$ cat config.mk
export PLATFORM = sky130hd
export DESIGN_NAME = muldiv_ctrl
export DESIGN_NICKNAME = d
export VERILOG_FILES = /design/src/rtl/muldiv_ctrl.sv
export SDC_FILE = /design/constraint.sdc
export NUM_CORES = 1
export LEC_CHECK = 0
export ABC_AREA = 0
export CORE_MARGIN = 10
export CORE_UTILIZATION = 52
export CTS_CLUSTER_SIZE = 10
export DETAILED_ROUTE_END_ITERATION = 10
export PLACE_DENSITY = 0.84
export SKIP_LAST_GASP = 1
export SLEW_MARGIN = 10
export SYNTH_ARGS = -nofsm -noshare
export SYNTH_HDL_FRONTEND = slang
export SYNTH_SLANG_ARGS = --single-unit
$ cat constraint.sdc
create_clock -name clk -period 3.4 [get_ports clk]
set_input_delay 0.34 -clock clk [delete_from_list [all_inputs] [get_ports clk]]
set_output_delay 0.34 -clock clk [all_outputs]
set_load 0.05 [all_outputs]
$ cat src/rtl/muldiv_ctrl.sv
// rtl/muldiv_ctrl.sv - HI/LO multiply/divide sequencer; DIVU datapath under `ifdef MULDIV_DIV_EN
module muldiv_ctrl (
    input  logic        clk,
    input  logic        reset,
    input  logic        start,
    input  logic [1:0]  op,
    input  logic [31:0] src_a,
    input  logic [31:0] src_b,
    input  logic [31:0] hi_in,
    input  logic [31:0] lo_in,
    input  logic        mf_req,
    output logic        busy,
    output logic        stall,
    output logic        hilo_we,
    output logic [63:0] hilo_wdata,
    output logic        done
);

    localparam logic [1:0] S_IDLE  = 2'd0;
    localparam logic [1:0] S_RUN   = 2'd1;
    localparam logic [1:0] S_WRITE = 2'd2;

    localparam logic [1:0] OP_MULTU = 2'b00;
    localparam logic [1:0] OP_DIVU  = 2'b01;
    localparam logic [1:0] OP_MTHI  = 2'b10;
    localparam logic [1:0] OP_MTLO  = 2'b11;

    logic [1:0]  state_q, state_d;
    logic [5:0]  cnt_q, cnt_d;
    // Multiply: {partial high, shifting multiplier}. Divide: low half holds the dividend/quotient.
    logic [63:0] acc_q, acc_d;
    // Multiplicand for MULTU, divisor for DIVU.
    logic [31:0] mcand_q, mcand_d;
    logic [63:0] wdata_q, wdata_d;

    logic [32:0] mul_sum;
    logic [63:0] mul_next;

`ifdef MULDIV_DIV_EN
    logic        is_div_q, is_div_d;
    logic [31:0] rem_q, rem_d;
    logic [32:0] div_shift;
    logic [32:0] div_diff;
    logic        div_ok;
    logic [31:0] div_rem_next;
    logic [31:0] div_quo_next;

    // One restoring-divide step: shift in the next dividend bit, subtract if it fits.
    always_comb begin
        div_shift    = {rem_q, acc_q[31]};
        div_diff     = div_shift - {1'b0, mcand_q};
        // Bit 32 set means the shifted value exceeds any 32-bit divisor; otherwise bit 32 is the borrow.
        div_ok       = div_shift[32] | ~div_diff[32];
        div_rem_next = div_ok ? div_diff[31:0] : div_shift[31:0];
        div_quo_next = {acc_q[30:0], div_ok};
    end
`endif

    // One shift-add multiply step: add multiplicand if the current multiplier LSB is set, shift right.
    always_comb begin
        mul_sum  = {1'b0, acc_q[63:32]} + (acc_q[0] ? {1'b0, mcand_q} : 33'd0);
        mul_next = {mul_sum, acc_q[31:1]};
    end

    // Sequencer next-state and datapath update.
    always_comb begin
        state_d = state_q;
        cnt_d   = cnt_q;
        acc_d   = acc_q;
        mcand_d = mcand_q;
        wdata_d = wdata_q;
`ifdef MULDIV_DIV_EN
        is_div_d = is_div_q;
        rem_d    = rem_q;
`endif
        case (state_q)
            S_IDLE: begin
                if (start) begin
                    case (op)
                        OP_MULTU: begin
                            acc_d   = {32'h0, src_b};
                            mcand_d = src_a;
                            cnt_d   = 6'd0;
`ifdef MULDIV_DIV_EN
                            is_div_d = 1'b0;
                            rem_d    = 32'h0;
`endif
                            state_d = S_RUN;
                        end
                        OP_DIVU: begin
`ifdef MULDIV_DIV_EN
                            acc_d    = {32'h0, src_a};
                            mcand_d  = src_b;
                            cnt_d    = 6'd0;
                            is_div_d = 1'b1;
                            rem_d    = 32'h0;
                            state_d  = S_RUN;
`else
                            // No divider built: DIVU is dropped and the unit stays idle.
                            state_d = S_IDLE;
`endif
                        end
                        OP_MTHI: begin
                            wdata_d = {src_a, lo_in};
                            state_d = S_WRITE;
                        end
                        OP_MTLO: begin
                            wdata_d = {hi_in, src_a};
                            state_d = S_WRITE;
                        end
                        default: state_d = S_IDLE;
                    endcase
                end
            end
            S_RUN: begin
                cnt_d = cnt_q + 6'd1;
`ifdef MULDIV_DIV_EN
                if (is_div_q) begin
                    acc_d = {acc_q[63:32], div_quo_next};
                    rem_d = div_rem_next;
                end else begin
                    acc_d = mul_next;
                end
`else
                acc_d = mul_next;
`endif
                if (cnt_q == 6'd31) begin
                    state_d = S_WRITE;
`ifdef MULDIV_DIV_EN
                    wdata_d = is_div_q ? {div_rem_next, div_quo_next} : mul_next;
`else
                    wdata_d = mul_next;
`endif
                end
            end
            S_WRITE: state_d = S_IDLE;
            default: state_d = S_IDLE;
        endcase
    end

    // State registers; reset aborts any sequence and clears the write data.
    always_ff @(posedge clk) begin
        if (reset) begin
            state_q <= S_IDLE;
            cnt_q   <= 6'd0;
            acc_q   <= 64'h0;
            mcand_q <= 32'h0;
            wdata_q <= 64'h0;
`ifdef MULDIV_DIV_EN
            is_div_q <= 1'b0;
            rem_q    <= 32'h0;
`endif
        end else begin
            state_q <= state_d;
            cnt_q   <= cnt_d;
            acc_q   <= acc_d;
            mcand_q <= mcand_d;
            wdata_q <= wdata_d;
`ifdef MULDIV_DIV_EN
            is_div_q <= is_div_d;
            rem_q    <= rem_d;
`endif
        end
    end

    assign busy       = (state_q != S_IDLE);
    assign stall      = busy & (start | mf_req);
    assign hilo_we    = (state_q == S_WRITE);
    assign done       = hilo_we;
    assign hilo_wdata = wdata_q;

endmodule

==> impl_metrics.csv <==
group,metric,value,unit
floorplanning,io_pins,202,
routing,drc,0,
layout,area_growth,30.5,%
routing,via_per_inst,5.85,
cts,path_clk_slew,70,ps
cts,cts_resized,0,
grt,antenna_found_initial,1,
layout,drive_gt1_frac,0.0593,
layout,design_area,12100,µm²
yosys,yosys-top-cells-count,"346 x nand2_1, 168 x dfxtp_1, 143 x a21oi_1",
critical_path,startpoint,"acc_q[0]",
layout,nFillCells,1421,
yosys,synthCells,1232,
routing,via_count,9513,
cts,numCtsBuffers,17,
yosys,ys_warn_count,0,
status,run_status,"complete, no violations",
timing,worst_clock_skew,10.8,ps
floorplanning,die_y,154,µm
routing,drt-pass1-iter-count,7,
critical_path,critPathKind,"reg2reg",
timing,hold_viol,0,
pwr,ir_worst_vdd,0.398,mV
grt,grt_pass1_vias,9335,
min_path,hp-class,"in2reg",
floorplanning,initial_core_util,0.534,
timing,worst_pin_slew,1060,ps
timing,tns,0,ps
timing,setup_viol,0,
layout,multi_input_area,5570,µm²
floorplanning,die_x,154,µm
yosys,synth_top_area_frac,0.363,
yosys,synthFlopType,"dfxtp_1",
place,place_congestion,0.952,
timing,max_freq,309,MHz
grt,grt_pass1_wl,50.0,mm
yosys,synth_seq_cells,168,
floorplanning,die-area,23600,µm²
grt,grt_max_degree,109,
pwr,cellLeakagePower,4.73,nW
cts,post_cts_buffers,0,
critical_path,timing.rr.start,"acc_q[0]",
routing,drt-initial-drc-count,662,
yosys,ys_types,68,
place,portBuffers,201,
yosys,synth_fp_nets,1400,
critical_path,start_kind,"flop",
floorplanning,fp-row-count,48,
pwr,power,4.96,mW
cts,cts_tree,"yes",
timing,relSlewSlack,0.290,
layout,seqCellArea,3360,µm²
yosys,post-synth-top-count-cell,"nand2_1",
grt,grt_util_all_layers,0.259,
place,dpl_cell_area,11500,µm²
floorplanning,fp.coreArea,17400,µm²
cts,cts_buffer_depth,2,
timing,rsz0062_at_grt,"false",
layout,finalNetCount,1554,
timing,period_minus_slack,3230,ps
yosys,syn_area_per_cell,7.52,µm²
yosys,syn_area,9270,µm²
cts,h-tree-depth,4,
place,post-dp-hpwl,23.2,mm
cts,clock_latency,430,ps
grt,overflow,0,
timing,timing.final.crit_share,0.950,
yosys,synthTopCellsByArea,"dfxtp_1 36%, nand2_1 14%, a21oi_1 7.7%",
yosys,yosys.area.top_type,"dfxtp_1",
job,drv_cap,0,
pwr,power_density,410,nW/µm²
routing,antenna_left,0,
yosys,async_reset_ff_frac,0,
yosys,seq_area_frac_synth,0.363,
yosys,synth_edf_count,0,
min_path,worstHoldStart,"reset",
critical_path,crit_required,3730,ps
critical_path,cp_max_fo,19,
timing,drv_slew,0,
cts,cts-root-buf,"clkbuf_16",
cts,clock-sinks,168,
cts,ctsHoldBuffers,0,
routing,drt_wl_total,32.3,mm
critical_path,worstPathArrival,3560,ps
critical_path,end_kind,"flop",
routing,wl_per_cell,19.9,µm
[final timing paths]
| check | slack, ps | cells after the start | to |
|---|---|---|---|
| setup reg to reg | 170 | 11 | hilo_wdata[62] |
| hold / removal | 450 | 2 | hilo_wdata[20] |
| hold reg to reg | 450 | 2 | mcand_q[11] |
| setup / recovery | 170 | 11 | hilo_wdata[62] |
[area by class of cell]
class                           count  share of cell area
Inverter                            6             0.00186
Clock buffer                       20              0.0369
Clock inverter                     12              0.0137
Multi-Input combinational cell    967               0.460
Timing Repair Buffer              226               0.186
Tap cell                          225              0.0233
Sequential cell                   168               0.278
Antenna cell                        1            0.000207
[cells by family (layout without fill, tap and decap cells)]
family,after synthesis,count (layout),share of synthesized area
flip-flops,168,168,0.363
multiplexers,55,55,0.0595
AND/OR/NAND/NOR,516,516,0.241
AO/OA/AOI/OAI,337,337,0.225
buffers and inverters,97,264,0.0408
adder cells (fa/ha/maj),34,34,0.0467
other,0,1,0
XOR/XNOR,25,25,0.0236
[registers in the layout, indices dropped and copies added (netlist names)]
signal and cells:
mcand_q 32, state_q 2, hilo_wdata 64, acc_q 64, cnt_q 6
[through the flow]
stage | hold WS [ps] | util | worst slack [ps] | std cells
floorplan | 432 | - | 593 | 1232
global placement | 440 | 0.661 | 278 | 1592
detailed placement | 445 | 0.661 | 126 | 1592
CTS | 421 | 0.696 | 93.3 | 1624
global route | 467 | 0.697 | 15.3 | 1624
finish | 448 | 0.697 | 169 | 1625
[routing by layer]
layer,track usage,wire length (µm),vias to the layer above
li1,-,-,4590
met1,0.302,13100,4456
met2,0.437,15300,399
met3,0.0739,2830,68
met5,0,0,-
met4,0.104,1120,0
[critical path: stages, from the launching register on]
cell and delay [ps]:
dfxtp_2 470, buf_4 300, and2_1 160, ha_1 320
a21o_1 220, a21oi_1 160, o21bai_1 120, a211oi_1 370
o31ai_2 120, mux2_2 290, a211o_1 310, a311oi_1 290
[layout by cell type, fill, tap and decap left out, types with 4 or more instances in the layout]
master           Yosys  layout
a211oi_1             7       7
o21ai_0             63      63
nor3_1              17      17
a211o_1              4       4
a32o_1               4       4
and2_1              39      38
nand2_1            346     345
xor2_1              11      11
o21bai_1             7       7
inv_1                6       6
a21o_1              17      16
dfxtp_1            168     167
xnor2_1             14      14
a31oi_1             37      37
a22oi_1              9       9
buf_4                2      22
ha_1                33      33
nor2_1              49      48
o211ai_1             7       7
and3_1               6       6
a311oi_1             4       4
clkbuf_16            0      17
mux2i_1             54      54
buf_12               0       4
a21oi_1            143     142
o31ai_1              5       4
nor3b_1              5       5
nand3_1             25      25
nor2b_1              5       4
clkdlybuf4s50_1      0     200
[where the power goes]
part | internal (mW) | total (mW) | switching [mW]
logic | 0.337 | 0.842 | 0.505
clock network | 1.19 | 2.04 | 0.850
registers | 2.04 | 2.08 | 0.0427
total | 3.56 | 4.96 | 1.40
Power figures use the tool's default switching activity.
